## src/rtl/cdc_hs_rx.sv

```systemverilog
// cdc_hs_rx: receive-side responder of the toggle request/acknowledge
// multibit handshake. Lives entirely in clk_b. Synchronizes req_tgl,
// captures the held sender word, offers it downstream with valid/ready and
// returns an acknowledge toggle once the word has been consumed.
module cdc_hs_rx #(
    parameter int WIDTH       = 32,
    parameter int SYNC_STAGES = 2,
    parameter int CNT_W       = 8
) (
    input  logic             clk_b,
    input  logic             rst_n_b,
    input  logic             en,
    input  logic             req_tgl,
    input  logic [WIDTH-1:0] mdata_in,
    input  logic             rdy_in,
    output logic             vld_out,
    output logic [WIDTH-1:0] mdata_out,
    output logic             ack_tgl,
    output logic             busy,
    output logic             err_out,
    output logic [CNT_W-1:0] xfer_cnt
);

    typedef enum logic {
        IDLE = 1'b0,
        HOLD = 1'b1
    } state_t;

    state_t                 state;
    state_t                 state_nxt;
    logic [SYNC_STAGES-1:0] sync;
    logic                   req_s;
    logic                   req_d;
    logic                   req_last;
    logic                   pending;
    logic                   req_edge;

    logic                   vld_nxt;
    logic [WIDTH-1:0]       mdata_nxt;
    logic                   req_last_nxt;
    logic                   ack_nxt;
    logic                   err_nxt;
    logic [CNT_W-1:0]       cnt_nxt;

    assign req_s    = sync[SYNC_STAGES-1];
    assign pending  = req_s ^ req_last;
    assign req_edge = req_s ^ req_d;
    assign busy     = (state == HOLD) | pending;

    // Request toggle synchronizer chain plus one-cycle delayed copy for edge detection
    always_ff @(posedge clk_b) begin
        if (!rst_n_b) begin
            sync  <= '0;
            req_d <= 1'b0;
        end else begin
            sync  <= {sync[SYNC_STAGES-2:0], req_tgl};
            req_d <= req_s;
        end
    end

    // State and datapath registers; all next values come from the FSM process below
    always_ff @(posedge clk_b) begin
        if (!rst_n_b) begin
            state     <= IDLE;
            vld_out   <= 1'b0;
            mdata_out <= '0;
            req_last  <= 1'b0;
            ack_tgl   <= 1'b0;
            err_out   <= 1'b0;
            xfer_cnt  <= '0;
        end else begin
            state     <= state_nxt;
            vld_out   <= vld_nxt;
            mdata_out <= mdata_nxt;
            req_last  <= req_last_nxt;
            ack_tgl   <= ack_nxt;
            err_out   <= err_nxt;
            xfer_cnt  <= cnt_nxt;
        end
    end

    // Next-state logic: capture on pending request in IDLE, release on handshake in HOLD.
    // Reloading req_last from req_s on HOLD exit drops any request that toggled mid-HOLD.
    always_comb begin
        state_nxt    = state;
        vld_nxt      = vld_out;
        mdata_nxt    = mdata_out;
        req_last_nxt = req_last;
        ack_nxt      = ack_tgl;
        err_nxt      = err_out;
        cnt_nxt      = xfer_cnt;
        case (state)
            IDLE: begin
                vld_nxt = 1'b0;
                if (en && pending) begin
                    mdata_nxt    = mdata_in;
                    vld_nxt      = 1'b1;
                    req_last_nxt = req_s;
                    state_nxt    = HOLD;
                end
            end
            HOLD: begin
                if (req_edge) begin
                    err_nxt = 1'b1;
                end
                if (vld_out && rdy_in) begin
                    vld_nxt      = 1'b0;
                    ack_nxt      = ~ack_tgl;
                    cnt_nxt      = xfer_cnt + CNT_W'(1);
                    req_last_nxt = req_s;
                    state_nxt    = IDLE;
                end
            end
            default: begin
                state_nxt = IDLE;
            end
        endcase
    end

endmodule

```

## config.mk

```make
export PLATFORM = sky130hd
export DESIGN_NAME = cdc_hs_rx
export DESIGN_NICKNAME = d
export VERILOG_FILES = /design/src/rtl/cdc_hs_rx.sv
export SDC_FILE = /design/constraint.sdc
export NUM_CORES = 1
export LEC_CHECK = 0
export ABC_AREA = 1
export BUFFER_PORTS_ARGS = -buffer_cell sky130_fd_sc_hd__buf_4
export CAP_MARGIN = 10
export CORE_AREA = 3 3 67 69
export DETAILED_ROUTE_END_ITERATION = 10
export DIE_AREA = 0 0 70 72
export PLACE_DENSITY = 0.77
export SYNTH_ARGS = -nofsm -noshare
export SYNTH_HDL_FRONTEND = slang
export SYNTH_SLANG_ARGS = --single-unit
```

## constraint.sdc

```tcl
create_clock -name clk_b -period 1.3 [get_ports clk_b]
set_input_delay 0.13 -clock clk_b [delete_from_list [all_inputs] [get_ports clk_b]]
set_output_delay 0.13 -clock clk_b [all_outputs]
set_load 0.01 [all_outputs]
```

==> metrics <==
detailed-route DRC error count=0; met2 wire len=1.93 mm; clock sinks=48; post-route design area=2660 um2; # fillers=340; Hold WC Path Type=in2reg; H-tree level count=2; clock skew=5.16 ps; Die Span Y=72 um; nets=352; Final Hold Viols=0; FMAX=0.833 GHz; CP required=1170 ps; final WL=4.12 mm; routed via count divided by cell count=4.70; worst-path fanout max=5; DP Cell Count=356; Slew headroom=0.873; Routed Antenna Nets=0; Final Cycle Share=0.923; I/O Buffers=80; Crit-path slowest cell=dfxtp_2; Crit path max-delay family=flip-flops; DRT iter0 DRCs=111; Area contributors post-synth=dfxtp_1 53%, nand2_1 16%, a21oi_1 11%; Mapped Avg Cell Area=7.89 um2; post-layout util=0.669; gpl congestion=0.800; Seq cells post-synth=48; met3 WL=367 um; Slowest Stage Delay on Critical Path=380 ps; Die X=70 um; placed inst area=2500 um2; share of cells above drive strength 1=0.340; Slew @ Worst Pin=190 ps; WL per Instance=11.3 um; top layer in use=met4; Synth Instances=231; Area Overhead vs Synth=45.7%; vias in the first global route=1550; Worst VDD drop=723 uV; M1 WL=1.80 mm; pre-CTS setup slack=-38.5 ps; Synth area leader=dfxtp_1; pin count of the biggest net entering global routing=33; syn nets=269; first-pass GRT wire length=6.76 mm; post-synth cell types=22; Period minus WS final=1200 ps; setup violators final=0; drt pass-1 iters=4; Layout Cells excl Fill=365; Leak=0.00119 uW; cell mode on critical path=nand2_1; via count=1714; run status=completed; Buf+Inv Stages, Crit Path=1; Synth top area share=0.527; TritonCTS buffer count=5; unrepaired setup endpoints after global routing=false; CTS Buffer Depth=2; CTS Root Cell=clkbuf_8; sequential element share of the synthesized area=0.527; Cell Area, Synth=1820 um2; TritonCTS clock tree=yes; clock slew at reported path FFs=80 ps; MaxCap Viol Count=0; Critical Path AT=1070 ps; core region area=3970 um2; max-slew violations=0; clk_lat worst skew=290 ps; I/O pin count=81; initial antenna violation count=0; Worst Setup End Kind=output pin; Starting Density=0.459; crit start category=register; Setup CP Type=reg2out; # rows=23; Cell Chain, Critical Path=nand2_1 -> nand2_1 -> nand2_1 -> buf_4; Die ar.=5040 um2; dpl hpwl=3.01 mm; Ys Warns=0; gr usage total=0.164; final worst slack=100 ps; diode count=0; GRT overflow=0; overall power=3030 uW; Pwr Density=1140 nW/um2
[stage by stage]
| stage | hold WS (ps) | setup TNS [ps] |
|---|---|---|
| global route | 76.5 | 0 |
| CTS | 71.2 | 0 |
| floorplan | 228 | 0 |
| global placement | 316 | 0 |
| detailed placement | 318 | -38.5 |
| finish | 83.4 | 0 |
[sequential cells by signal, summed over array words and instances, names as in the netlist]
signal and flops:
sync 2, req_last 1, err_out 1, vld_out 1
req_d 1, mdata_out 32, ack_tgl 1, xfer_cnt 8
state 1
[worst min-delay path: stages]
cell and delay (ps):
buf_4 110, nand2_1 50, a21oi_1 50
[path summary, 6_finish.rpt]
path | from | endpoint | slack [ps] | depth (start not counted)
max | sync[1] | busy | 100 | 4
min | mdata_in[0] | mdata_out[0] | 80 | 3
max reg2reg | sync[1] | mdata_out[12] | 130 | 7
min reg2reg | sync[0] | sync[1] | 410 | 2
[placed cells by master, fill, tap and decap left out]
cell type and instances:
a21oi_1 40, buf_12 4, buf_4 82, bufinv_16 1, clkbuf_8 7, clkinv_1 1
dfxtp_1 47, dfxtp_2 1, dlygate4sd3_1 1, ha_1 1, inv_1 17, inv_2 1
nand2_1 78, nand2_2 5, nand3_1 6, nand3_2 2, nand4_1 2, nand4_2 1
nor2_1 7, nor2_4 3, o21a_1 3, o21ai_0 3, xnor2_1 2
[metal layers]
metal	track usage	up-vias
met4	0.0574	0
met3	0.0596	4
li1	-	891
met5	0	-
met1	0.211	759
met2	0.258	60
[cell type report]
type | count | area [um2] | share of cell area
multi-input cells | 153 | 727 | 0.274
clock inverters | 1 | 30.0 | 0.0113
repair buffers | 87 | 706 | 0.266
clock buffers | 7 | 96.3 | 0.0363
flip-flops and latches | 48 | 962 | 0.362
inverters | 19 | 71.3 | 0.0269
well taps | 50 | 62.6 | 0.0236
[cells in the mapped netlist]
master and number:
nand4_1 2, buf_4 1, inv_1 17, nor2_4 2, ha_1 1, inv_2 1, nand4_2 1, buf_6 2
buf_2 3, dfxtp_1 48, o21a_1 3, xnor2_1 2, nand2_2 5, o21ai_0 3, clkinv_1 1, a21oi_1 40
clkbuf_1 4, buf_8 1, nand3_2 1, nand2_1 78, nand3_1 7, nor2_1 8
[cells by family (layout without fill, tap and decap cells)]
family	Yosys count	in the layout	synth area share
compound gates	46	46	0.130
xor+xnor	2	2	0.00962
fa+ha+maj	1	1	0.00687
buf+inv	30	114	0.0803
flops	48	48	0.527
simple gates	104	104	0.245
[report_power, final]
group,internal [uW],leakage (uW),total (uW),switching [uW]
Clock,678,0.0000645,1140,458
Sequential,1520,0.000390,1540,26.5
Combinational,191,0.000735,352,162
Total,2390,0.00119,3030,646
[repair_timing]
action | 4_1_cts | 5_1_grt
setup buffers | 0 | 0
resized for setup | 2 | 2
hold buffers | 1 | 0
gates cloned | 0 | 0
setup endpoints to repair | 2 | 5
endpoints found under the hold margin | 1 | 0
Note: power is estimated with default switching activity, not from simulation.
